--- config.mk ---
export PLATFORM = sky130hd
export DESIGN_NAME = div_unit
export DESIGN_NICKNAME = d
export VERILOG_FILES = /design/src/rtl/div_pkg.sv /design/src/rtl/div_unit.sv
export SDC_FILE = /design/constraint.sdc
export NUM_CORES = 1
export LEC_CHECK = 0
export ABC_AREA = 0
export ABC_CLOCK_PERIOD_IN_PS = 5700
export CAP_MARGIN = 20
export CORE_AREA = 2 2 157 159
export DETAILED_ROUTE_END_ITERATION = 10
export DIE_AREA = 0 0 159 161
export GPL_ROUTABILITY_DRIVEN = 0
export PLACE_DENSITY = 0.76
export SLEW_MARGIN = 20
export SYNTH_ARGS = -nofsm -noshare
export SYNTH_HDL_FRONTEND = slang
export SYNTH_SLANG_ARGS = --single-unit
--- constraint.sdc ---
create_clock -name clk -period 5.7 [get_ports clk]
set_clock_uncertainty 0.2 [all_clocks]
set_input_delay 0.57 -clock clk [delete_from_list [all_inputs] [get_ports clk]]
set_output_delay 0.57 -clock clk [all_outputs]
set_load 0.05 [all_outputs]
--- src/rtl/div_pkg.sv ---
// Shared types and constants for the iterative divider.
package div_pkg;

  localparam int DIV_WIDTH = 32;

  typedef enum logic [1:0] {
    IDLE = 2'd0,
    CALC = 2'd1,
    DONE = 2'd2
  } div_state_t;

endpackage

--- src/rtl/div_unit.sv ---
// Multi-cycle restoring divider (DIV/DIVU) that retires one quotient bit per cycle.
// Optional macro DIV_FAST_ZERO_EN lets trivial cases (zero divisor or small dividend) skip the iteration.
module div_unit
  import div_pkg::*;
#(
  parameter int WIDTH = DIV_WIDTH
) (
  input  logic             clk,
  input  logic             resetn,
  input  logic             flush,
  input  logic             start,
  input  logic             is_signed,
  input  logic [WIDTH-1:0] dividend,
  input  logic [WIDTH-1:0] divisor,
  output logic             busy,
  output logic             done,
  output logic [WIDTH-1:0] quotient,
  output logic [WIDTH-1:0] remainder
);

  localparam int CW = $clog2(WIDTH + 1);
  localparam logic [CW-1:0] LAST_STEP = CW'(WIDTH - 1);

  div_state_t       state_q, state_d;
  logic [CW-1:0]    count_q, count_d;
  logic [WIDTH:0]   rem_q, rem_d;
  logic [WIDTH-1:0] quo_q, quo_d;
  logic [WIDTH-1:0] dvs_q, dvs_d;
  logic             neg_quo_q, neg_quo_d;
  logic             neg_rem_q, neg_rem_d;
  logic [WIDTH-1:0] quotient_q, quotient_d;
  logic [WIDTH-1:0] remainder_q, remainder_d;

  // Operand magnitudes and result signs for the accepting cycle.
  logic             a_neg, b_neg, div_zero;
  logic [WIDTH-1:0] a_mag, b_mag;

  assign a_neg    = is_signed & dividend[WIDTH-1];
  assign b_neg    = is_signed & divisor[WIDTH-1];
  assign a_mag    = a_neg ? -dividend : dividend;
  assign b_mag    = b_neg ? -divisor : divisor;
  assign div_zero = (divisor == '0);

  // One restoring step: shift in the next dividend bit, subtract if it fits.
  logic [WIDTH:0]   shifted;
  logic [WIDTH+1:0] diff;
  logic             fits;
  logic [WIDTH:0]   rem_next;
  logic [WIDTH-1:0] quo_next;
  logic [WIDTH-1:0] rem_lo;
  logic [WIDTH-1:0] q_fix, r_fix;

  assign shifted  = {rem_q[WIDTH-1:0], quo_q[WIDTH-1]};
  assign diff     = {1'b0, shifted} - {2'b00, dvs_q};
  assign fits     = ~diff[WIDTH+1];
  assign rem_next = fits ? diff[WIDTH:0] : shifted;
  assign quo_next = {quo_q[WIDTH-2:0], fits};
  assign rem_lo   = rem_next[WIDTH-1:0];
  assign q_fix    = neg_quo_q ? -quo_next : quo_next;
  assign r_fix    = neg_rem_q ? -rem_lo : rem_lo;

  // NOTE: every variable gets a default at the top of always_comb so no path leaves it unassigned (no latch).
  always_comb begin
    state_d     = state_q;
    count_d     = count_q;
    rem_d       = rem_q;
    quo_d       = quo_q;
    dvs_d       = dvs_q;
    neg_quo_d   = neg_quo_q;
    neg_rem_d   = neg_rem_q;
    quotient_d  = quotient_q;
    remainder_d = remainder_q;

    if (flush) begin
      state_d = IDLE;
    end else begin
      unique case (state_q)
        IDLE: begin
          if (start) begin
            rem_d     = '0;
            quo_d     = a_mag;
            dvs_d     = b_mag;
            // A zero divisor yields all ones unsigned, so its quotient is never negated.
            neg_quo_d = (a_neg ^ b_neg) & ~div_zero;
            neg_rem_d = a_neg;
            count_d   = '0;
`ifdef DIV_FAST_ZERO_EN
            if (div_zero || (a_mag < b_mag)) begin
              state_d     = DONE;
              quotient_d  = div_zero ? '1 : '0;
              remainder_d = dividend;
            end else begin
              state_d = CALC;
            end
`else
            state_d = CALC;
`endif
          end
        end
        CALC: begin
          rem_d   = rem_next;
          quo_d   = quo_next;
          count_d = count_q + CW'(1);
          if (count_q == LAST_STEP) begin
            state_d     = DONE;
            quotient_d  = q_fix;
            remainder_d = r_fix;
          end
        end
        DONE:    state_d = IDLE;
        default: state_d = IDLE;
      endcase
    end
  end

  // NOTE: sequential state uses non-blocking assignments so every register samples pre-edge values.
  always_ff @(posedge clk or negedge resetn) begin
    if (!resetn) begin
      state_q     <= IDLE;
      count_q     <= '0;
      rem_q       <= '0;
      quo_q       <= '0;
      dvs_q       <= '0;
      neg_quo_q   <= 1'b0;
      neg_rem_q   <= 1'b0;
      quotient_q  <= '0;
      remainder_q <= '0;
    end else begin
      state_q     <= state_d;
      count_q     <= count_d;
      rem_q       <= rem_d;
      quo_q       <= quo_d;
      dvs_q       <= dvs_d;
      neg_quo_q   <= neg_quo_d;
      neg_rem_q   <= neg_rem_d;
      quotient_q  <= quotient_d;
      remainder_q <= remainder_d;
    end
  end

  assign busy      = ((state_q == IDLE) & start & ~flush) | (state_q == CALC);
  assign done      = (state_q == DONE) & ~flush;
  assign quotient  = quotient_q;
  assign remainder = remainder_q;

endmodule

==> flow_summary.toml, run 1 <==
[timing]
rsz0062_at_grt = "no"
hold_ws_ns = 0.2773
fmax_mhz = 184.6
slew_headroom_pct = 26.33
min_period_ns = 5.417
finalCritPeriodShare_pct = 95.03
slew_viol_final = 0
setup_viol = 0
totalNegativeSetupSlack_ns = 0
tightestPinTransition_ns = 1.105
hold_viol = 0

[floorplanning]
start_util_pct = 49.33
rows = 57
die_x_um = 159
die_area_mm2 = 0.02560
die_h_um = 161
io_pins = 135
core_area_mm2 = 0.02396

[worst_hold_path]
min_path_type = "flop to flop"

[power_and_ir_drop]
peakVddDrop_uv = 314.3
leakagePower_nw = 5.936
p_total_mw = 7.134
powerDensity_mw_per_mm2 = 505.3

[synth]
ys_ff_latch = 170
ys_types = 78
synth_top_flop_cell = "dfrtp_1"
ys_warn_count = 0
synthCells = 1481
synth_area_leader_cell = "dfrtp_1"
avgSynthCellArea_um2 = 7.982
yosys.area.top_type_share_pct = 35.99
async_reset_ff_share_pct = 100.0
synth_area_leaders = "dfrtp_1 36%, o21ai_0 8.7%, nand2_1 7.6%, xor2_1 5.3%, a21oi_1 4.9%"
synth_enable_flop_cells = 0
syn-cell-area_mm2 = 0.01182
synth_nets = 1588
yosysSeqAreaShare_pct = 35.99

[cells_and_area]
mostFrequentLayoutCell = "nand2_1"
final_core_util_pct = 58.91
finalInstanceArea_mm2 = 0.01412
area_growth_pct = 19.42
final_layout_size_suffix_gt1_share_pct = 5.597
final_cell_mix = "239 x nand2_1, 204 x o21ai_0, 170 x dfrtp_1, 133 x clkdlybuf4s50_1, 115 x a21oi_1"
fin_nets = 1684

[critical_path]
worstSetupStartpointType = "flop"
end_kind = "flop"
critPathMaxStageDelay_ns = 0.46
path_max_fanout = 10
cp_slowest_cell = "dfrtp_1"
crit_chain = "ha_1, nand2_1, o21ai_1, a221oi_2, a21boi_2, or2_4, inv_2, mux2i_1, ha_1, inv_1, or3_1, or3_1, or4_4, a21oi_4, or3b_1, o41ai_2, xor2_1, o21ai_1"
cp.required_ns = 5.80
critical_path_class = "flop to flop"
path_buf_inv = 2
cp_top_family = "simple AND/OR/NAND/NOR gates"
critPathArrivalTime_ns = 5.52
reg2reg_slack_ns = 0.28

[run_status]
status = "finished clean"

[clocking]
cts_tree = "built"
cts_buffer_depth = 2
cts_sinks = 170
cts_buffers = 17
path_clk_slew_ns = 0.07
htreeDepth = 4
cts-root-buf = "clkbuf_16"
clkLatencyLatePin_ns = 0.44

[route]
vias_per_cell = 5.917
wl_per_cell_um = 17.61
first_iter_violations = 1167
dr.pass1.iters = 7
drtAntennaViolNets = 0
drcViolationCount = 0
wl_um = 33730
vias = 11330

[flow_run]
cap_viol_max_count = 0

[grt]
grt_pass1_wl_um = 54130
grt_pass1_vias = 10390
gr-total-overflow = 0
grt_antenna_before_repair = 1
track_usage_pct = 26.02
grt_max_degree = 67

[place]
dpl-instance-area_mm2 = 0.01345
hpwlAfterDp_um = 25070
numPortBuffers = 134
==> area by class of cell <==
type                       count  area, um2
antenna                        1      2.502
clock buffer                  18      429.2
clock inverter                14      202.7
fill                        2188       9846
inverter                      55      206.4
multi-input combinational   1176       7099
sequential                   170       4254
tap                          324      405.4
timing repair buffer         157       1518
==> worst min-delay path, stage by stage, from the launching register on <==
cell     delay (ns)
dfrtp_1        0.34
nand2_1        0.05
o21ai_0        0.06
==> final timing paths <==
check,from,end,cells past startpoint
max,rem_q[10],remainder[28],18
min,quotient[28],quotient[28],2
min reg2reg,quotient[28],quotient[28],2
max reg2reg,rem_q[10],remainder[28],18
max in group asynchronous,resetn,rem_q[5],3
min in group asynchronous,resetn,quo_q[5],2
==> cell families (layout without fill, tap and decap cells) <==
group           after synthesis  in the layout  share of synthesized area (%)
flops                       170            170                          35.99
fa+ha+maj                    38             38                          4.085
compound gates              475            475                          23.87
mux                          16             16                          1.386
xor+xnor                    135            135                          10.00
buf+inv                     135            244                          4.435
simple gates                512            512                          20.24
other cells                   0              1                              0
==> where the power goes <==
part	internal, mW	switching (mW)	total [mW]
logic	1.56	2.70	4.27
clock network	0.712	0.556	1.27
registers	1.38	0.213	1.60
total	3.66	3.47	7.13
==> metrics by stage <==
stage / instances / setup slack (ns)
CTS: 1913 / 0.1993
floorplan: 1481 / 0.0009379
detailed placement: 1880 / 0.2922
global placement: 1880 / 0.4331
global route: 1915 / 0.04327
finish: 1915 / 0.2832
==> per-layer routing <==
layer / global-route usage, % / part of all wire [%] / vias to the layer above
met5: 0 / 0 / -
met4: 9.835 / 3.0 / 0
met3: 5.804 / 8.1 / 87
met2: 38.99 / 44 / 497
met1: 36.96 / 45 / 5297
li1: - / - / 5450
==> Yosys cell counts (18+ instances only) <==
master    instances
a31oi_1          18
xnor2_1          63
nand2_1         240
a21oi_1         116
nand3_1          21
o21ai_0         205
nor3_1           26
inv_1            54
clkbuf_1         60
or3_1            24
dfrtp_1         170
xor2_1           72
ha_1             37
nor2_1           93
o31ai_1          21
==> repair_timing <==
item | 4_1_cts | 5_1_grt
hold endpoints to repair | 59 | 0
setup buffers | 0 | 1
setup endpoints to repair | 0 | 2
hold buffers | 1 | 0
gates resized for setup | 0 | 5
==> sequential cells by signal, summed over array words and instances (netlist names) <==
| register | cells |
|---|---|
| count_q | 6 |
| neg_quo_q | 1 |
| remainder | 32 |
| rem_q | 32 |
| neg_rem_q | 1 |
| state_q | 2 |
| dvs_q | 32 |
| quotient | 32 |
| quo_q | 32 |
(Power assumes the default switching activity.)
==> run 2: changes to the inputs <==
--- a/config.mk
+++ b/config.mk
@@ -8,9 +8,9 @@
 export ABC_AREA = 0
 export ABC_CLOCK_PERIOD_IN_PS = 5700
 export CAP_MARGIN = 20
-export CORE_AREA = 2 2 157 159
+export CORE_AREA = 5 5 160 162
 export DETAILED_ROUTE_END_ITERATION = 10
-export DIE_AREA = 0 0 159 161
+export DIE_AREA = 0 0 165 167
 export GPL_ROUTABILITY_DRIVEN = 0
 export PLACE_DENSITY = 0.76
 export SLEW_MARGIN = 20
==> run 2 against run 1 <==
Effect of this change: design area is 0.31% lower; combinational power hardly changed; fmax is 1.2% lower; flip-flop and latch count stayed put; worst hold slack better by 0.0027 ns; sequential share of layout area is 0.094 points higher; die area is 7.6% higher; utilization is 0.18 points lower; largest cell class unchanged; highest routed layer unchanged.
==> flow_summary.toml, run 2 (same netlist as run 1, synthesis figures left out) <==
[critical_path]
cp_slowest_cell = "dfrtp_1"
cp.required_ns = 5.80
crit_cells = 18
cp_top_family = "simple AND/OR/NAND/NOR gates"
path_buf_inv = 2
path_max_fanout = 10
crit_chain = "ha_2, nand4_1, nor2_1, o2111ai_1, a21boi_2, or2_4, inv_2, mux2i_1, ha_1, inv_1, or3_1, or3_1, or4_4, a21oi_4, or3b_1, o41ai_1, xor2_1, o21ai_1"
critPathArrivalTime_ns = 5.58
r2r_cells = 18
reg2reg_slack_ns = 0.22
critPathMaxStageDelay_ns = 0.47
cp_common_cell = "or3_1"
end_kind = "flop"
critical_path_class = "flop to flop"
worstSetupStartpointType = "flop"

[grt]
grt_pass1_vias = 10620
grt_pass1_wl_um = 55060
track_usage_pct = 24.57
grt_antenna_before_repair = 1
grt_max_degree = 68
gr-total-overflow = 0

[timing]
min_period_ns = 5.483
hold_viol = 0
slew_viol_final = 0
tightestPinTransition_ns = 1.154
finalCritPeriodShare_pct = 96.20
setup_viol = 0
slew_headroom_pct = 22.76
totalNegativeSetupSlack_ns = 0
rsz0062_at_grt = "no"
fmax_mhz = 182.4

[clocking]
clkLatencyLatePin_ns = 0.44
path_clk_slew_ns = 0.07
htreeDepth = 4
cts_tree = "built"
cts_buffer_depth = 2
cts_buffers = 17
cts_sinks = 170
cts-root-buf = "clkbuf_16"

[route]
first_iter_violations = 1143
drcViolationCount = 0
vias = 11380
wl_per_cell_um = 17.83
wl_um = 34190
drtAntennaViolNets = 0
vias_per_cell = 5.935
dr.pass1.iters = 6

[cells_and_area]
finalInstanceArea_mm2 = 0.01407
final_cell_mix = "239 x nand2_1, 205 x o21ai_0, 170 x dfrtp_1, 133 x clkdlybuf4s50_1, 115 x a21oi_1"
multi_input_area_mm2 = 0.007092
fin_nets = 1686
register_area_mm2 = 0.004254
mostFrequentLayoutCell = "nand2_1"
final_layout_size_suffix_gt1_share_pct = 5.716
area_growth_pct = 19.05
fill_cells = 2153

[floorplanning]
die_x_um = 165
io_pins = 135
die_area_mm2 = 0.02756
rows = 57
die_h_um = 167
core_area_mm2 = 0.02396
start_util_pct = 49.33

[run_status]
status = "finished clean"

[worst_hold_path]
whs_path_depth = 2
min_path_type = "flop to flop"

[power_and_ir_drop]
powerDensity_mw_per_mm2 = 495.9
p_total_mw = 6.978
peakVddDrop_uv = 473.7
leakagePower_nw = 5.916

[flow_run]
cap_viol_max_count = 0

[place]
dpl-instance-area_mm2 = 0.01345
hpwlAfterDp_um = 25620
numPortBuffers = 134
## run 2: path summary, 6_finish.rpt
path,startpoint,endpoint
max,rem_q[10],remainder[28]
max in group asynchronous,resetn,dvs_q[6]
min in group asynchronous,resetn,quo_q[4]
min,quotient[0],quotient[0]
max reg2reg,rem_q[10],remainder[28]
min reg2reg,quotient[0],quotient[0]
## run 2: worst reg2reg max path: stages (launching register included)
cell	delay [ns]
dfrtp_1	0.47
ha_2	0.47
nand4_1	0.19
nor2_1	0.28
o2111ai_1	0.27
a21boi_2	0.28
or2_4	0.18
inv_2	0.04
mux2i_1	0.22
ha_1	0.24
inv_1	0.08
or3_1	0.39
or3_1	0.34
or4_4	0.45
a21oi_4	0.20
or3b_1	0.37
o41ai_1	0.43
xor2_1	0.18
o21ai_1	0.07
## run 2: layer usage
layer	vias to the layer above	share of wire, %	track usage, %
met4	0	3.5	9.765
met3	90	9.1	5.833
met2	537	44	36.68
met5	-	0	0
met1	5298	43	34.35
li1	5453	-	-
## run 2: report_power, final
part	internal (mW)	total, mW	switching (mW)	leakage [nW]
logic	1.56	4.24	2.67	3.38
clock network	0.583	1.15	0.563	0.279
registers	1.38	1.60	0.213	2.26
total	3.53	6.98	3.45	5.92
## run 2: cell type report
| type | count | area share, % |
|---|---|---|
| Multi-Input combinational cell | 1176 | 50.39 |
| Sequential cell | 170 | 30.23 |
| Timing Repair Buffer | 159 | 10.89 |
| Clock buffer | 17 | 3.023 |
| Tap cell | 324 | 2.881 |
| Inverter | 55 | 1.467 |
| Clock inverter | 15 | 1.102 |
| Antenna cell | 1 | 0.01778 |
## run 2: timing repair
| action | 4_1_cts | 5_1_grt |
|---|---|---|
| hold buffers | 1 | 0 |
| buffers inserted | 0 | 3 |
| endpoints found under the setup margin | 0 | 1 |
| endpoints found under the hold margin | 36 | 0 |
| gates resized for setup | 0 | 3 |
## run 2: stage by stage
stage	instances	util [%]	hold slack, ns	worst slack (ns)
floorplan	1481	-	0.07441	0.0009379
finish	1917	58.73	0.2800	0.2169
global placement	1880	56.11	0.2600	0.4223
CTS	1913	58.57	0.2857	0.2322
detailed placement	1880	56.11	0.2690	0.3004
global route	1917	58.73	0.3058	0.04542
==> run 3: changes to the inputs <==
--- a/config.mk
+++ b/config.mk
@@ -6,13 +6,11 @@
 export NUM_CORES = 1
 export LEC_CHECK = 0
 export ABC_AREA = 0
-export ABC_CLOCK_PERIOD_IN_PS = 5700
-export CAP_MARGIN = 20
-export CORE_AREA = 5 5 160 162
+export CORE_AREA = 5 5 205 207
 export DETAILED_ROUTE_END_ITERATION = 10
-export DIE_AREA = 0 0 165 167
+export DIE_AREA = 0 0 210 212
 export GPL_ROUTABILITY_DRIVEN = 0
-export PLACE_DENSITY = 0.76
+export PLACE_DENSITY = 0.5
 export SLEW_MARGIN = 20
 export SYNTH_ARGS = -nofsm -noshare
 export SYNTH_HDL_FRONTEND = slang
==> run 3 against run 2 <==
Effect of this change: critical path depth unchanged; die area up 62%; critical endpoint unchanged; via count shrank 5.2%; highest routed layer unchanged; clock power rose by 11%.
==> flow_summary.toml, run 3 (same netlist as run 1, synthesis figures left out) <==
[timing]
finalCritPeriodShare_pct = 94.35
slew_headroom_pct = 36.67
tightestPinTransition_ns = 0.9499
setup_viol = 0
fmax_mhz = 185.9
hold_viol = 0
rsz0062_at_grt = "no"
setup_ws_ns = 0.3221
min_period_ns = 5.378
totalNegativeSetupSlack_ns = 0
slew_viol_final = 0

[grt]
track_usage_pct = 16.56
grt_pass1_wl_um = 59160
grt_max_degree = 96
grt_antenna_before_repair = 0
grt_pass1_vias = 10400
gr-total-overflow = 0

[place]
dp_slack_ns = 0.3403
numPortBuffers = 134
hpwlAfterDp_um = 28600

[cells_and_area]
final_layout_size_suffix_gt1_share_pct = 5.831
area_growth_pct = 21.89
diodes = 0
fin_nets = 1690
final_cell_mix = "239 x nand2_1, 205 x o21ai_0, 170 x dfrtp_1, 133 x clkdlybuf4s50_1, 116 x a21oi_1"
mostFrequentLayoutCell = "nand2_1"

[floorplanning]
die_x_um = 210
io_pins = 135
die_area_mm2 = 0.04452
rows = 74
die_h_um = 212
core_area_mm2 = 0.04018
start_util_pct = 29.42

[critical_path]
cp.required_ns = 5.82
critPathArrivalTime_ns = 5.50
end_kind = "flop"
worstSetupStartpointType = "flop"
critical_path_class = "flop to flop"
path_max_fanout = 8

[route]
dr.pass1.iters = 5
wl_um = 37250
vias = 10790
wl_per_cell_um = 17.51
drtAntennaViolNets = 0
drcViolationCount = 0
vias_per_cell = 5.071
first_iter_violations = 678

[clocking]
cts-root-buf = "clkbuf_16"
cts_tree = "built"
cts_buffers = 17
cts_sinks = 170
postCtsHoldBufs = 0
clkLatencyLatePin_ns = 0.46
cts_buffer_depth = 2
htreeDepth = 4
path_clk_slew_ns = 0.07

[power_and_ir_drop]
peakVddDrop_uv = 412.5
powerDensity_mw_per_mm2 = 501.0
leakagePower_nw = 5.969

[run_status]
status = "finished clean"

[worst_hold_path]
min_path_type = "input port to async pin"

[flow_run]
cap_viol_max_count = 0
## run 3: what timing repair did
action / 4_1_cts / 5_1_grt
buffers inserted: 0 / 0
endpoints found under the setup margin: 0 / 1
gates resized for setup: 0 / 2
## run 3: report_power, final
group          switching [mW]  leakage, nW  total, mW  internal [mW]
registers               0.220         2.26       1.60           1.38
logic                    2.71         3.40       4.33           1.62
clock network           0.554        0.311       1.28          0.728
## run 3: final timing paths
path                               from            end  slack (ns)  cells past startpoint
setup / recovery              rem_q[25]  remainder[28]        0.32                     18
hold / removal                   resetn       quo_q[6]        0.03                      1
setup reg to reg              rem_q[25]  remainder[28]        0.32                     18
hold reg to reg            quotient[26]   quotient[26]        0.28                      2
max in group asynchronous        resetn   quotient[31]        4.12                      2
min in group clk           quotient[26]   quotient[26]        0.28                      2
## run 3: stage by stage
| step | util [%] | hold WS [ns] | std cells | area (um2) | power [mW] |
|---|---|---|---|---|---|
| floorplan | - | 0.07441 | 1481 | 11830 | 4.586 |
| global placement | 34.24 | 0.2607 | 2095 | 13760 | 5.864 |
| detailed placement | 34.24 | 0.2707 | 2095 | 13760 | 5.886 |
| CTS | 35.80 | 0.06304 | 2126 | 14390 | 7.202 |
| global route | 35.86 | 0.1100 | 2127 | 14410 | 7.776 |
| finish | 35.86 | 0.02617 | 2127 | 14410 | 7.218 |
## run 3: layer usage
layer	up-vias	share of wire [%]	global-route usage, %
li1	5479	-	-
met1	5049	53	25.39
met2	231	42	24.41
met3	26	4.0	2.390
met4	0	1.3	4.230
met5	-	0	0
## run 3: final cells by class
class | instances | area, um2
inverter | 55 | 206.4
multi-input combinational | 1176 | 7089
clock inverter | 12 | 176.4
clock buffer | 19 | 452.9
fill | 4195 | 25770
timing repair buffer | 163 | 1564
tap | 532 | 665.6
sequential | 170 | 4254
## run 3: worst max-delay path, stage by stage (launching register included)
cell and delay [ns]:
dfrtp_1 0.43, ha_1 0.42, and3_2 0.27, nand3_2 0.10, nor4_1 0.39, a21boi_2 0.36
or2_4 0.20, inv_2 0.04, mux2i_1 0.20, ha_1 0.21, inv_1 0.06, or3_1 0.36
or3_1 0.34, or4_4 0.45, a21oi_4 0.21, or3b_1 0.36, o41ai_1 0.40, xor2_1 0.19
o21ai_1 0.07
